<file path="src/rtl/imem_fetch_ctrl.sv">
// ---------------------------------------------------------------------------
// imem_fetch_ctrl
//   Instruction-fetch sequencer for a word-addressed instruction memory with
//   combinational read. Owns the program counter and presents fetched words,
//   each tagged with its byte PC, to decode through a 2-entry queue with a
//   valid/ready handshake. Also provides a post-reset boot wait, redirects
//   with queue flush, halt requests, and a sticky range/alignment fault.
//
// Ports:
//   clk            in   clock, all state updates on posedge
//   rst_n          in   asynchronous active-low reset
//   imem_add       out  word address to instruction memory (pc[WIDTH-1:2])
//   imem_data      in   instruction word returned combinationally for imem_add
//   redirect_valid in   load redirect_pc and flush the queue
//   redirect_pc    in   target byte PC
//   inst_valid     out  queue head is valid
//   inst_ready     in   decode accepts the head this cycle
//   inst           out  queue head instruction (0 when queue is empty)
//   inst_pc        out  byte PC of queue head (0 when queue is empty)
//   halt_req       in   stop fetching
//   halted         out  controller is in HALT
//   fault          out  sticky fault flag, cleared only by rst_n
// ---------------------------------------------------------------------------
module imem_fetch_ctrl #(
  parameter int WIDTH       = 32,
  parameter int IMEM_LEN    = 256,
  parameter int RESET_PC    = 0,
  parameter int BOOT_CYCLES = 4
) (
  input  logic             clk,
  input  logic             rst_n,
  output logic [WIDTH-3:0] imem_add,
  input  logic [WIDTH-1:0] imem_data,
  input  logic             redirect_valid,
  input  logic [WIDTH-1:0] redirect_pc,
  output logic             inst_valid,
  input  logic             inst_ready,
  output logic [WIDTH-1:0] inst,
  output logic [WIDTH-1:0] inst_pc,
  input  logic             halt_req,
  output logic             halted,
  output logic             fault
);

  localparam logic [WIDTH-1:0] LAST_PC   = WIDTH'(IMEM_LEN - 4);
  localparam logic [WIDTH-1:0] RST_PC    = WIDTH'(RESET_PC);
  localparam int               BW        = (BOOT_CYCLES > 1) ? $clog2(BOOT_CYCLES) : 1;
  localparam logic [BW-1:0]    BOOT_LAST = BW'(BOOT_CYCLES - 1);

  typedef enum logic [1:0] {
    ST_BOOT = 2'd0,
    ST_RUN  = 2'd1,
    ST_HALT = 2'd2
  } state_e;

  // A redirect target is usable only if word aligned and inside memory.
  function automatic logic target_legal(input logic [WIDTH-1:0] p);
    return (p[1:0] == 2'b00) && (p <= LAST_PC);
  endfunction

  state_e           state_q, state_d;
  logic [WIDTH-1:0] pc_q, pc_d;
  logic [BW-1:0]    boot_cnt_q, boot_cnt_d;
  logic             fault_q, fault_d;
  logic [1:0]       count_q, count_d;
  logic             rd_ptr_q, rd_ptr_d;
  logic             wr_ptr_q, wr_ptr_d;
  logic [WIDTH-1:0] data_q [2];
  logic [WIDTH-1:0] data_d [2];
  logic [WIDTH-1:0] epc_q  [2];
  logic [WIDTH-1:0] epc_d  [2];

  logic fetch;
  logic flush;
  logic pop;

  assign pop = (count_q != 2'd0) && inst_ready;

  // Sequencer: state, PC, boot counter and fault; decides fetch and flush.
  always_comb begin
    state_d    = state_q;
    pc_d       = pc_q;
    boot_cnt_d = boot_cnt_q;
    fault_d    = fault_q;
    fetch      = 1'b0;
    flush      = 1'b0;
    case (state_q)
      ST_BOOT: begin
        // The counter keeps running through a BOOT redirect; only the PC moves.
        boot_cnt_d = boot_cnt_q + BW'(1);
        if (boot_cnt_q == BOOT_LAST) begin
          state_d = ST_RUN;
        end else begin
          state_d = ST_BOOT;
        end
        if (redirect_valid) begin
          flush = 1'b1;
          if (target_legal(redirect_pc)) begin
            pc_d = redirect_pc;
          end else begin
            fault_d = 1'b1;
            state_d = ST_HALT;
          end
        end else begin
          pc_d = pc_q;
        end
      end
      ST_RUN: begin
        if (redirect_valid) begin
          flush = 1'b1;
          if (target_legal(redirect_pc)) begin
            pc_d = redirect_pc;
          end else begin
            fault_d = 1'b1;
            state_d = ST_HALT;
          end
        end else if (halt_req) begin
          state_d = ST_HALT;
        end else if (pc_q > LAST_PC) begin
          // Sequential fetch ran off the end of memory.
          fault_d = 1'b1;
          state_d = ST_HALT;
        end else if ((count_q < 2'd2) || pop) begin
          fetch = 1'b1;
          pc_d  = pc_q + WIDTH'(4);
        end else begin
          pc_d = pc_q;
        end
      end
      ST_HALT: begin
        // Once faulted, only rst_n can restart the controller.
        if (redirect_valid && !fault_q) begin
          flush = 1'b1;
          if (target_legal(redirect_pc)) begin
            pc_d    = redirect_pc;
            state_d = ST_RUN;
          end else begin
            fault_d = 1'b1;
          end
        end else begin
          state_d = ST_HALT;
        end
      end
      default: begin
        state_d = ST_HALT;
        fault_d = 1'b1;
      end
    endcase
  end

  // Queue bookkeeping: flush wins over push/pop; push writes at the tail.
  always_comb begin
    count_d  = count_q;
    rd_ptr_d = rd_ptr_q;
    wr_ptr_d = wr_ptr_q;
    data_d   = data_q;
    epc_d    = epc_q;
    if (flush) begin
      count_d  = 2'd0;
      rd_ptr_d = 1'b0;
      wr_ptr_d = 1'b0;
    end else begin
      if (pop) begin
        rd_ptr_d = ~rd_ptr_q;
      end else begin
        rd_ptr_d = rd_ptr_q;
      end
      if (fetch) begin
        data_d[wr_ptr_q] = imem_data;
        epc_d[wr_ptr_q]  = pc_q;
        wr_ptr_d         = ~wr_ptr_q;
      end else begin
        wr_ptr_d = wr_ptr_q;
      end
      count_d = count_q + {1'b0, fetch} - {1'b0, pop};
    end
  end

  // State register with asynchronous reset.
  always_ff @(posedge clk or negedge rst_n) begin
    if (!rst_n) begin
      state_q    <= ST_BOOT;
      pc_q       <= RST_PC;
      boot_cnt_q <= '0;
      fault_q    <= 1'b0;
      count_q    <= 2'd0;
      rd_ptr_q   <= 1'b0;
      wr_ptr_q   <= 1'b0;
      for (int i = 0; i < 2; i++) begin
        data_q[i] <= '0;
        epc_q[i]  <= '0;
      end
    end else begin
      state_q    <= state_d;
      pc_q       <= pc_d;
      boot_cnt_q <= boot_cnt_d;
      fault_q    <= fault_d;
      count_q    <= count_d;
      rd_ptr_q   <= rd_ptr_d;
      wr_ptr_q   <= wr_ptr_d;
      data_q     <= data_d;
      epc_q      <= epc_d;
    end
  end

  assign imem_add   = pc_q[WIDTH-1:2];
  assign inst_valid = (count_q != 2'd0);
  // Head fields are forced to zero when empty so stale entries never show.
  assign inst       = inst_valid ? data_q[rd_ptr_q] : '0;
  assign inst_pc    = inst_valid ? epc_q[rd_ptr_q]  : '0;
  assign halted     = (state_q == ST_HALT);
  assign fault      = fault_q;

endmodule

</file>
<file path="config.mk">
export PLATFORM = sky130hd
export DESIGN_NAME = imem_fetch_ctrl
export DESIGN_NICKNAME = d
export VERILOG_FILES = /design/src/rtl/imem_fetch_ctrl.sv
export SDC_FILE = /design/constraint.sdc
export NUM_CORES = 1
export LEC_CHECK = 0
export CORE_MARGIN = 2
export CORE_UTILIZATION = 46
export CTS_CLUSTER_DIAMETER = 150
export CTS_CLUSTER_SIZE = 8
export DETAILED_ROUTE_END_ITERATION = 10
export HOLD_SLACK_MARGIN = 0.12
export PLACE_DENSITY = 0.8
export SYNTH_ARGS = -nofsm -noshare
export SYNTH_HDL_FRONTEND = slang
export SYNTH_SLANG_ARGS = --single-unit
</file>
<file path="constraint.sdc">
create_clock -name clk -period 2.45 [get_ports clk]
set_input_delay 0.49 -clock clk [delete_from_list [all_inputs] [get_ports clk]]
set_output_delay 0.49 -clock clk [all_outputs]
set_load 0.1 [all_outputs]
</file>
==> flow_summary.yaml <==
status:
  outcome: "complete, no violations"
synthesis:
  synth-compound-area-share: 0.0282
  ys_seq_area_frac: 0.554
  synth.area.mux_share: 0.209
  yosysWarnings: 0
  synth_edf_count: 0
  synthDistinctLibCells: 50
  ys_seq_elements: 169
  syn_area_sq_um: 7630
  synth-xor-area-share: 0.00459
  synth_top_family_by_area: "multiplexers"
  syn_inst: 626
  syn_area_per_cell_sq_um: 12.2
  synth_fa_ha_area_frac: 0.00656
  ys.flop_type: "dfrtp_1"
  postSynth.asyncResetShare: 1.00
  syn-num-nets: 699
  synth-simple-area-share: 0.142
cts:
  tritoncts: "done"
  numCtsBuffers: 17
  insertion_delay_ns: 0.42
  clock-sinks: 169
  root_buffer: "clkbuf_16"
  cts_max_level: 4
  clkTransAtPathRegs_ns: 0.06
  cts_max_path_buffers: 2
global_routing:
  grt_usage: 0.209
  grt_max_degree: 77
  grt_pass1_wl_um: 29700
  overflow: 0
  grt_pass1_vias: 5925
  antenna_found_initial: 0
placement:
  dp_slack_ns: 0.0372
  dpl.cell_count: 977
  place_area_sq_um: 10500
  place.gp.congestion: 0.842
  dp_hpwl_um: 12200
  port-buffer-count: 165
setup_path:
  cp-start-kind: "flip-flop"
  reg2reg_depth: 9
  crit_fanout: 12
  cp-end-kind: "output port"
  critPathRequiredTime_ns: 1.96
  cp.arrival_ns: 1.88
  rrSetupSlack_ns: 0.13
  crit_path_start: "rd_ptr_q$_DFFE_PN0P_"
  reg2reg_from: "pc_q[2]$_DFFE_PN0P_"
  crit_type: "flip-flop to output port"
sta:
  slew_violations: 0
  hold-worst-slack_ns: 0.477
  final_hold_viol_count: 0
  setup_viol: 0
  rsz0062_at_grt: "false"
  fmax_ghz: 0.421
  worst_pin_slew_ns: 0.732
  fin_crit_ns: 2.37
  fin_skew_ns: 0.00973
  setup_slack_ns: 0.0762
  slew_headroom: 0.512
  post-route-period-util: 0.969
  fin_setup_tns_ns: 0
power:
  total_power_mw: 7.08
  p_per_area_nw_per_um2: 637
  ir_drop_mv: 0.576
  leakage_nw: 5.32
layout:
  drive_gt1_frac: 0.404
  area_growth_pct: 45.8
  nNetsFinal: 852
  post-route-util: 0.678
  final_cell_count_no_fill: 1012
  finalInstanceArea_sq_um: 11100
  num_antenna_cells: 0
detailed_routing:
  drt_wl_total_um: 17300
  drcViolationCount: 0
  via_per_inst: 5.17
  drt_iter0_markers: 250
  wl_per_cell_um: 17.1
  via_count: 5236
  firstDrtPassIters: 5
  drtAntennaViolNets: 0
floorplanning:
  die_h_um: 133
  initial_core_util: 0.465
  die-width_um: 133
  coreArea_sq_um: 16400
  row_count: 47
  die_area_sq_um: 17600
  ios: 166
job:
  cap_violations: 0
worst_hold_path:
  worstHoldStart: "boot_cnt_q[0]$_DFFE_PN0P_"
  hp-class: "flip-flop to flip-flop"
  hold_depth: 1
[cell usage in the layout (no fill, tap or decap), drive strengths merged, types with 2 or more instances in the layout]
cell type        n
mux2            82
o21a             2
a31oi            3
nand2            5
and2            74
clkdlybuf4s50   67
or2              2
buf            130
mux2i           65
and3             3
xor2             2
nor3             6
bufinv           3
or3              2
nor4            12
a21oi            4
dfrtp          169
o31ai            3
ha               4
clkbuf          18
xnor2            2
nand4            8
o311ai           2
clkinv           5
nor2            78
o21ai            8
clkinvlp         3
a22oi            2
nand3            6
inv              8
nor2b            2
[final timing paths]
kind,endpoint
setup / recovery,inst_pc[24]
hold / removal,boot_cnt_q[0]$_DFFE_PN0P_
setup reg to reg,epc_q[39]$_DFFE_PN0P_
hold reg to reg,boot_cnt_q[0]$_DFFE_PN0P_
max in group asynchronous,rd_ptr_q$_DFFE_PN0P_
min in group asynchronous,data_q[18]$_DFFE_PN0P_
[worst max-delay path: stages (launching register included)]
cell,delay [ns]
dfrtp_4,0.62
buf_4,0.27
mux2i_2,0.34
nor2_4,0.06
buf_12,0.17
[what timing repair did]
| item | in CTS | in global routing |
|---|---|---|
| endpoints found under the setup margin | 32 | 45 |
| pin swaps | 0 | 2 |
| cloned | 0 | 0 |
| setup buffers | 1 | 1 |
| endpoints found under the hold margin | 8 | 0 |
| hold buffers | 1 | 0 |
| resized for setup | 1 | 3 |
[registers in the layout, indices dropped and copies added (netlist names), 2 cells and up]
| signal | flops |
|---|---|
| boot_cnt_q | 2 |
| count_q | 2 |
| data_q | 64 |
| epc_q | 64 |
| pc_q | 32 |
| state_q | 2 |
[power by group]
group	internal, mW	switching, mW	leakage [nW]
Clock	1.61	1.10	0.287
Combinational	0.570	0.890	2.69
Sequential	2.82	0.0957	2.34
[final cells by class]
cell class	count	area, sq um
clock buffers	18	429
repair buffers	198	2600
well taps	220	275
multi-input cells	388	3400
fillers	1111	5280
clock inverters	14	171
flip-flops and latches	169	4230
inverters	5	18.8
[cell families (layout without fill, tap and decap cells)]
kind of cell	count (synthesis)	after routing
XOR/XNOR	4	4
buffers and inverters	69	235
flip-flops	169	169
adder cells (fa/ha/maj)	4	4
AO/OA/AOI/OAI	32	32
AND/OR/NAND/NOR	201	201
multiplexers	147	147
[layer usage]
layer / track usage / part of all wire / wire length, um
met5: 0 / 0 / 0
met2: 0.356 / 0.52 / 9050
met4: 0.0663 / 0.013 / 232
met1: 0.275 / 0.43 / 7390
met3: 0.0360 / 0.037 / 637
[cells in the mapped netlist (all sizes together), types with 4 or more instances]
cell / n / share of area
nand2: 5 / 0.0025
a21oi: 4 / 0.0026
nand3: 6 / 0.0046
nand4: 8 / 0.0074
buf: 45 / 0.043
nor4: 12 / 0.012
clkbuf: 19 / 0.0093
and2: 74 / 0.061
o21ai: 8 / 0.0052
nor3: 6 / 0.0046
dfrtp: 169 / 0.55
nor2: 78 / 0.039
ha: 4 / 0.0066
inv: 5 / 0.0025
mux2i: 65 / 0.085
mux2: 82 / 0.12
(Power assumes the default switching activity.)
